**src/rtl/arb_pkg.sv**
```systemverilog
// rtl/arb_pkg.sv - shared types and helpers for the address-request arbiter
package arb_pkg;

    localparam int ADDR_MAX_W = 64;
    localparam int SRC_MAX_W  = 4;

    typedef enum logic {
        FIXED       = 1'b0,
        ROUND_ROBIN = 1'b1
    } arb_mode_e;

    // Widest entry the arbiter can carry; instances store only W+SW bits of it.
    typedef struct packed {
        logic [ADDR_MAX_W-1:0] addr;
        logic [SRC_MAX_W-1:0]  src;
    } arb_entry_t;

    function automatic int SRC_W(input int n);
        return (n <= 2) ? 1 : $clog2(n);
    endfunction

endpackage

```
**src/rtl/arb_queue2.sv**
```systemverilog
// rtl/arb_queue2.sv - two-entry registered FIFO with occupancy count
module arb_queue2 #(
    parameter int DW = 8
) (
    input  logic          clock_i,
    input  logic          reset_i,
    input  logic          enq_valid_i,
    input  logic [DW-1:0] enq_data_i,
    output logic          enq_ready_o,
    output logic          deq_valid_o,
    input  logic          deq_ready_i,
    output logic [DW-1:0] deq_data_o,
    output logic [1:0]    count_o
);

    logic [DW-1:0] mem_q [2];
    logic          head_q, head_d;
    logic          tail_q, tail_d;
    logic [1:0]    count_q, count_d;
    logic          enq, deq;

    assign enq_ready_o = (count_q != 2'd2);
    assign deq_valid_o = (count_q != 2'd0);
    assign enq         = enq_valid_i & enq_ready_o;
    assign deq         = deq_valid_o & deq_ready_i;

    // Head data comes straight from storage, never from the enqueue path.
    assign deq_data_o  = mem_q[head_q];
    assign count_o     = count_q;

    always_comb begin
        head_d  = head_q ^ deq;
        tail_d  = tail_q ^ enq;
        count_d = count_q;
        case ({enq, deq})
            2'b10:   count_d = count_q + 2'd1;
            2'b01:   count_d = count_q - 2'd1;
            default: count_d = count_q;
        endcase
    end

    always_ff @(posedge clock_i) begin
        if (reset_i) begin
            head_q  <= 1'b0;
            tail_q  <= 1'b0;
            count_q <= 2'd0;
        end else begin
            head_q  <= head_d;
            tail_q  <= tail_d;
            count_q <= count_d;
        end
    end

    always_ff @(posedge clock_i) begin
        if (enq) begin
            mem_q[tail_q] <= enq_data_i;
        end
    end

endmodule

```
**src/rtl/addr_rr_arbiter.sv**
```systemverilog
// rtl/addr_rr_arbiter.sv - N-channel address arbiter (round-robin or fixed) into a 2-entry queue
module addr_rr_arbiter
    import arb_pkg::*;
#(
    parameter int N  = 4,
    parameter int W  = 32,
    parameter int RR = 1,
    parameter int SW = SRC_W(N)
) (
    input  logic           clock,
    input  logic           reset,
    input  logic [N-1:0]   io_in_valid,
    input  logic [N*W-1:0] io_in_bits_address,
    output logic [N-1:0]   io_in_ready,
    output logic           io_out_valid,
    input  logic           io_out_ready,
    output logic [W-1:0]   io_out_bits_address,
    output logic [SW-1:0]  io_out_bits_source,
    output logic [1:0]     io_count
);

    localparam arb_mode_e MODE = (RR != 0) ? ROUND_ROBIN : FIXED;

    typedef struct packed {
        logic [W-1:0]  addr;
        logic [SW-1:0] src;
    } entry_t;

    logic [SW-1:0] ptr_q, ptr_d;
    logic [SW-1:0] cand;
    logic [SW-1:0] grant_idx;
    logic [N-1:0]  grant;
    logic          grant_any;
    logic          enq_ready;
    logic          enq;
    entry_t        enq_entry;
    entry_t        head_entry;

    // Scan N candidates; RR starts one past the last accepted channel.
    always_comb begin
        grant     = '0;
        grant_idx = '0;
        grant_any = 1'b0;
        cand      = '0;
        for (int k = 0; k < N; k++) begin
            if (MODE == ROUND_ROBIN) begin
                cand = SW'((int'(ptr_q) + k + 1) % N);
            end else begin
                cand = SW'(k);
            end
            if (!grant_any && io_in_valid[cand]) begin
                grant_any = 1'b1;
                grant_idx = cand;
            end
        end
        if (grant_any) begin
            grant[grant_idx] = 1'b1;
        end
    end

    assign io_in_ready = grant & {N{enq_ready}};
    assign enq         = grant_any & enq_ready;

    assign enq_entry.addr = io_in_bits_address[int'(grant_idx)*W +: W];
    assign enq_entry.src  = grant_idx;

    // Pointer moves only on an actual enqueue so a stalled winner keeps its grant.
    always_comb begin
        ptr_d = ptr_q;
        if ((MODE == ROUND_ROBIN) && enq) begin
            ptr_d = grant_idx;
        end
    end

    always_ff @(posedge clock) begin
        if (reset) begin
            ptr_q <= SW'(N - 1);
        end else begin
            ptr_q <= ptr_d;
        end
    end

    arb_queue2 #(
        .DW ($bits(entry_t))
    ) u_queue (
        .clock_i     (clock),
        .reset_i     (reset),
        .enq_valid_i (grant_any),
        .enq_data_i  (enq_entry),
        .enq_ready_o (enq_ready),
        .deq_valid_o (io_out_valid),
        .deq_ready_i (io_out_ready),
        .deq_data_o  (head_entry),
        .count_o     (io_count)
    );

    assign io_out_bits_address = head_entry.addr;
    assign io_out_bits_source  = head_entry.src;

endmodule

```
**config.mk**
```make
export PLATFORM = sky130hd
export DESIGN_NAME = addr_rr_arbiter
export DESIGN_NICKNAME = d
export VERILOG_FILES = /design/src/rtl/arb_pkg.sv /design/src/rtl/arb_queue2.sv /design/src/rtl/addr_rr_arbiter.sv
export SDC_FILE = /design/constraint.sdc
export NUM_CORES = 1
export LEC_CHECK = 0
export ABC_AREA = 1
export BUFFER_PORTS_ARGS = -buffer_cell sky130_fd_sc_hd__buf_2
export CAP_MARGIN = 20
export CORE_MARGIN = 5
export CORE_UTILIZATION = 50
export CTS_CLUSTER_DIAMETER = 120
export DETAILED_ROUTE_END_ITERATION = 6
export GPL_TIMING_DRIVEN = 0
export PLACE_DENSITY = 0.83
export SLEW_MARGIN = 20
export SYNTH_ARGS = -nofsm -noshare
export SYNTH_HDL_FRONTEND = slang
export SYNTH_SLANG_ARGS = --single-unit
```
**constraint.sdc**
```tcl
create_clock -name clock -period 3.01 [get_ports clock]
set_input_delay 0.301 -clock clock [delete_from_list [all_inputs] [get_ports clock]]
set_output_delay 0.301 -clock clock [all_outputs]
set_load 0.005 [all_outputs]
```
==> out/qor.txt, run 1 <==
result of the run -> finished clean
port bufs -> 175
mean number of vias per cell -> 5.30
H-tree depth -> 3
final hold slack -> 0.124 ns
M1 GR Usage -> 0.302
worst flop-to-flop path endpoint -> u_queue.mem_q[1][16]
Post-Route Utilization -> 0.658
Overall Power -> 8.60 mW
total congestion overflow -> 0
crit path DAT -> 2.23 ns
clock tree from TritonCTS -> built
pin count of the biggest net entering global routing -> 22
CTS Buf Count -> 9
final antenna-violating net count -> 0
worst-case headroom to the max-slew limit -> 0.597
routability congestion estimate -> 0.915
Layout area overhead -> 27.3%
total number of placement rows -> 34
shortest period the worst path allows -> 2.53 ns
Hold WC Path Type -> in -> reg
number of resized instances in the post-cts repair step -> 0
setup repair bufs after CTS -> 0
yosys synthesis warning count -> 0
crit-path max FO -> 11
CTS max path bufs -> 2
Max rail drop VDD -> 0.650 mV
cell count of the worst reg-to-reg path -> 10
Period Utilization, post-route -> 0.841
source of the worst register-to-register timing path -> ptr_q[0]
post-layout net count -> 923
initial core utilization -> 0.517
overall routed net length -> 13900 um
chip width -> 105 um
Clock Pin Slew Worst Setup and Hold Paths -> 0.07 ns
commonest cells after routing, fill and taps aside -> 350 x nand2_1, 193 x buf_2, 68 x edfxtp_1
WL per Instance -> 15.5 um
areal power density over the cells -> 1490 mW/mm^2
number of instances in the synthesized netlist -> 597
WS Path Type -> reg -> out
antenna violations before repair -> 0
fraction of layout cells with a size suffix above 1 -> 0.322
count of final max-slew check failures -> 0
detailed-router iteration count before antenna repair -> 4
First DRT Iteration DRCs -> 300
worst-case setup margin in the final layout -> 0.478 ns
cells along the critical path -> buf_6, inv_4, nand2_1, nand2_1, nand2_1, nand2_2, nor2_4, o21ai_1, nand2_1, nand2_2, inv_2, buf_4, nor2_1, buf_2
Slew @ Worst Pin -> 0.604 ns
Final Hold Violating Endpoints -> 0
Diodes inserted -> 0
Die Outline Area -> 0.0111 mm^2
Worst setup SP type -> register
worst setup path start -> ptr_q[0]
total of endpoints with negative setup slack in the final report -> 0
setup slack on the worst flop-to-flop path -> 0.52 ns
met2 track utilization from global routing -> 0.442
Post-DP HPWL -> 10400 um
pre-CTS WS -> 0.528 ns
most common cell after layout, fill and taps aside -> nand2_1
grt met3 use -> 0.0549
RSZ-0062 raised after global routing -> no
net count after synthesis -> 735
Clock Latency Late Sink -> 0.33 ns
DRC violations left -> 0
via count of the first global-routing pass -> 4661
number of clock sinks seen by CTS -> 74
largest incremental delay on the critical path -> 0.33 ns
post-cts hold buffer count -> 0
final-layout fill cell count -> 766
area of the mapped netlist -> 0.00453 mm^2
via count of the routed design -> 4762
number of register bits inferred by synthesis -> 74
core area -> 0.00876 mm^2
die outline height -> 105 um
Seq/Total Area, Yosys -> 0.477
most repeated library cell on the critical path -> nand2_1
Highest Clock Rate -> 395 MHz
Synth Area per Inst -> 7.59 um^2
worst setup path end -> io_in_ready[1]
master cell of the clock root buffer -> clkbuf_8
total of max-cap violations -> 0
I/O pin count -> 176
busiest layer in global routing -> met2
global routing usage summed across all routing layers -> 0.249
critical-path cell with the highest stage delay -> dfxtp_1
Req. time, crit path -> 2.71 ns
fin area -> 0.00577 mm^2
wire length of the first global-routing pass -> 22100 um
dpl cell area -> 0.00560 mm^2
leakage power summed over all cells -> 3.08 nW
Clock Skew -> 0.00652 ns
type of element capturing the critical path -> output port
synth unique cells -> 26
## state kept, by name, indices dropped and copies added, names as in the netlist
| signal | cells |
|---|---|
| u_queue.mem_q | 68 |
| ptr_q | 2 |
| u_queue.count_o | 2 |
| u_queue.head_q | 1 |
| u_queue.tail_q | 1 |
## stage by stage
step,instances,setup TNS [ns]
4_1_cts,898,0
2_1_floorplan,597,0
3_3_place_gp,880,-7.19
3_5_place_dp,882,0
6_report,898,0
5_1_grt,898,0
## layer usage
metal / vias to the layer above / share of wire
met5: - / 0
li1: 2343 / -
met2: 240 / 0.50
met3: 20 / 0.092
met4: 0 / 0.018
met1: 2159 / 0.39
## worst min path at each step
stage / start / to / slack, ns / depth (start not counted)
3_3_place_gp: reset / u_queue.tail_q / 0.47 / 2
2_1_floorplan: reset / u_queue.tail_q / 0.37 / 1
4_1_cts: reset / u_queue.tail_q / 0.12 / 2
6_report: reset / u_queue.tail_q / 0.12 / 2
3_5_place_dp: reset / u_queue.tail_q / 0.48 / 2
5_1_grt: reset / u_queue.tail_q / 0.12 / 2
## power by group
| part | internal [mW] | switching, mW | leakage, nW |
|---|---|---|---|
| Sequential | 2.24 | 0.155 | 0.716 |
| Combinational | 1.90 | 3.63 | 2.28 |
| Clock | 0.321 | 0.347 | 0.0877 |
## area by class of cell
type	instances	area, um^2	area share
multi-input combinational	464	2040	0.353
tap	108	135	0.0234
clock buffer	13	149	0.0258
sequential	74	2160	0.375
inverter	17	66.3	0.0115
timing repair buffer	177	931	0.161
buffer	42	270	0.0469
clock inverter	3	16.3	0.00282
## cells in the mapped netlist (all sizes together)
master    n  area share
edfxtp   68        0.45
nor2      6      0.0072
nand2   369        0.32
nand3     8       0.011
ha        3      0.0083
buf      33       0.052
o21ai     6      0.0066
nand4    64       0.088
a21oi     5      0.0055
clkbuf    9      0.0075
clkinv    1     0.00083
dfxtp     6       0.027
inv      16       0.014
o211ai    1      0.0017
nor3      2      0.0033
## critical path, delay by kind of cell (launching register included)
| kind | cells | cell delay (ns) |
|---|---|---|
| compound gates | 1 | 0.08 |
| buf+inv | 5 | 0.76 |
| flops | 1 | 0.33 |
| simple gates | 8 | 0.74 |
## cells by family (layout without fill, tap and decap cells)
group / Yosys count / in the layout / synth area share
simple gates: 449 / 449 / 0.426
compound gates: 12 / 12 / 0.0138
buf+inv: 59 / 252 / 0.0743
flops: 74 / 74 / 0.477
fa+ha+maj: 3 / 3 / 0.00829
Power figures use the tool's default switching activity.
==> run 2, diff against run 1 <==
ABC_AREA = 0   (was 1)
CORE_UTILIZATION = 44   (was 50)
PLACE_DENSITY = 0.78   (was 0.83)
clock period = 2.2 ns   (was 3.01 ns; I/O delays follow)
==> out/qor.txt, run 2 <==
register with the most flip-flops -> u_queue.mem_q
initial core utilization -> 0.452 (-0.0647)
areal power density over the cells -> 1350 mW/mm^2 (-9.7%)
shortest period the worst path allows -> 2.07 ns
WS Path Type -> reg -> out
commonest cells after routing, fill and taps aside -> 181 x buf_2, 68 x edfxtp_1, 65 x nand2_1
number of placed instances with taps included -> 641 (-27%)
area of the mapped netlist -> 0.00420 mm^2 (-7.3%)
count of flip-flops with a built-in enable after synthesis -> 68 (unchanged)
chip width -> 108 um (+2.4%)
fin area -> 0.00549 mm^2 (-4.7%)
I/O pin count -> 176 (unchanged)
leading area contributor after synthesis -> edfxtp_1
crit path DAT -> 1.85 ns (-0.38 ns)
First DRT Iteration DRCs -> 120 (-60%)
Max rail drop VDD -> 0.670 mV (+3.1%)
global routing usage summed across all routing layers -> 0.193 (-0.0555)
detailed-router iteration count before antenna repair -> 4 (unchanged)
largest incremental delay on the critical path -> 0.37 ns (+0.04 ns)
cell types with the highest counts after synthesis -> 68 x edfxtp_1, 65 x nand2_1, 42 x a21oi_2
Worst setup SP type -> register
pin count of the biggest net entering global routing -> 19 (-14%)
routability congestion estimate -> 0.793 (-13%)
count of final max-slew check failures -> 0 (unchanged)
HP Start -> reset
Die Outline Area -> 0.0116 mm^2 (+4.8%)
synth unique cells -> 38 (+46%)
final-layout fill cell count -> 811 (+5.9%)
most repeated library cell on the critical path -> buf_2
setup repair bufs after CTS -> 0 (unchanged)
core area -> 0.00928 mm^2 (+5.9%)
antenna violations before repair -> 0 (unchanged)
WL per Instance -> 17.2 um (+11%)
Period Utilization, post-route -> 0.941
Highest Clock Rate -> 483 MHz
clock tree from TritonCTS -> built
sequential standard cell area -> 0.00216 mm^2 (unchanged)
Clock Skew -> 0.0105 ns (+0.00397 ns)
die outline height -> 108 um (+2.4%)
total of endpoints with negative setup slack in the final report -> 0 (unchanged)
critical-path cell with the highest stage delay -> mux2_2
source of the worst register-to-register timing path -> u_queue.count_o[0]
dpl cell area -> 0.00530 mm^2 (-5.5%)
Synth Area per Inst -> 12.5 um^2 (+65%)
CTS Buf Count -> 9 (unchanged)
Slew @ Worst Pin -> 0.665 ns (+0.0609 ns)
DRC violations left -> 0 (unchanged)
result of the run -> finished clean
CTS max path bufs -> 2 (unchanged)
total congestion overflow -> 0 (unchanged)
final-layout setup total negative slack -> 0 ns (unchanged)
total number of placement rows -> 35 (+2.9%)
Req. time, crit path -> 1.98 ns (-0.73 ns)
worst setup path start -> u_queue.head_q
final hold slack -> 0.115 ns (-0.00868 ns)
via count of the first global-routing pass -> 3610 (-23%)
number of clock sinks seen by CTS -> 74 (unchanged)
worst-case headroom to the max-slew limit -> 0.555 (-0.0421)
overall routed net length -> 11300 um (-19%)
RSZ-0062 raised after global routing -> no
via count of the routed design -> 3339 (-30%)
wire length of the first global-routing pass -> 17300 um (-22%)
number of instances in the synthesized netlist -> 335 (-44%)
fraction of layout cells with a size suffix above 1 -> 0.612 (+0.290)
Layout area overhead -> 30.8%
flip-flop count of the largest register, all copies and words added -> 68 (unchanged)
prevailing post-synth register cell -> edfxtp_1
total area of multi-input combinational cells -> 0.00176 mm^2 (-13%)
total of max-cap violations -> 0 (unchanged)
Overall Power -> 7.40 mW (-14%)
port bufs -> 175 (unchanged)
fraction of registers with async set or reset after synthesis -> 0 (unchanged)
most common cell after layout, fill and taps aside -> buf_2
crit-path max FO -> 10 (-1)
type of element capturing the critical path -> output port
yosys synthesis warning count -> 0 (unchanged)
Clock Latency Late Sink -> 0.34 ns (about the same)
Clock Pin Slew Worst Setup and Hold Paths -> 0.08 ns (about the same)
Synth area leaders -> edfxtp_1 49%, a21oi_2 8.8%, a22oi_2 8.0%
master cell of the clock root buffer -> clkbuf_8
mean number of vias per cell -> 5.08 (-4.2%)
cells along the critical path -> clkbuf_1, buf_2, mux2_2, buf_2
number of register bits inferred by synthesis -> 74 (unchanged)
post-layout net count -> 661 (-28%)
leakage power summed over all cells -> 2.25 nW (-27%)
most used standard cell by instance count after synthesis -> edfxtp_1
proportion of netlist area held by the largest area contributor -> 0.486 (+0.0356)
Post-DP HPWL -> 8720 um (-16%)
Diodes inserted -> 0 (unchanged)
net count after synthesis -> 473 (-36%)
final antenna-violating net count -> 0 (unchanged)
Hold WC Path Type -> in -> reg
Seq/Total Area, Yosys -> 0.515 (+0.0377)
Post-Layout Cell Count -> 657 (-27%)
H-tree depth -> 3 (unchanged)
Final Hold Violating Endpoints -> 0 (unchanged)
## run 2: cell types whose count changed after synthesis, moves of 10 or more
cell     change
nand2_1    -285
nand4_1     -64
a21oi_2     +42
mux2_2      +29
a22oi_2     +27
a21oi_1     +20
nand2_2     -19
buf_2       -10
inv_1       -10
## run 2: what timing repair did
| action | CTS | global route |
|---|---|---|
| endpoints found under the setup margin | 0 | 6 |
| resized for setup | 0 | 2 |
| hold buffers | 0 | 0 |
## run 2: metal layers
| metal | global-route usage | share of wire |
|---|---|---|
| met4 | 0.0694 | 0.013 |
| met2 | 0.338 | 0.51 |
| met3 | 0.0384 | 0.065 |
| met5 | 0 | 0 |
| met1 | 0.236 | 0.41 |
## run 2: metrics by stage
stage / util / worst slack [ns]
detailed placement: 0.570 / 0.159
finish: 0.592 / 0.129
global route: 0.592 / 0.0213
CTS: 0.591 / 0.0188
floorplan: - / 0.158
global placement: 0.564 / -0.318
## run 2: cells by family (layout without fill, tap and decap cells)
group | after synthesis | in the layout | share of synthesized area
simple gates | 82 | 82 | 0.0814
mux | 34 | 34 | 0.0912
flops | 74 | 74 | 0.515
xor+xnor | 3 | 3 | 0.00626
fa+ha+maj | 3 | 3 | 0.00894
buf+inv | 29 | 222 | 0.0659
compound gates | 110 | 110 | 0.231
## run 2: final cells by class
cell class,instances,share of cell area
Sequential cell,74,0.394
Clock inverter,7,0.0125
Clock buffer,9,0.0226
Timing Repair Buffer,177,0.169
Tap cell,129,0.0294
Inverter,4,0.00410
Multi-Input combinational cell,232,0.321
Buffer,25,0.0472
## run 2: path summary, 6_finish.rpt
| check | cells past startpoint | end | slack [ns] |
|---|---|---|---|
| max reg2reg | 5 | u_queue.mem_q[0][14] | 0.31 |
| min | 2 | u_queue.count_o[1] | 0.12 |
| min reg2reg | 1 | ptr_q[0] | 0.54 |
| max | 4 | io_out_bits_address[21] | 0.13 |
## run 2: worst max-delay path, delay by kind of cell, from the launching register on
family / cells / cell delay (ns)
flops: 1 / 0.31
mux: 1 / 0.37
buf+inv: 3 / 0.83
## run 2: where the power goes
group / internal (mW) / switching (mW) / leakage [nW]
Clock: 0.522 / 0.495 / 0.0970
Combinational: 1.74 / 1.98 / 1.45
Sequential: 2.50 / 0.166 / 0.706
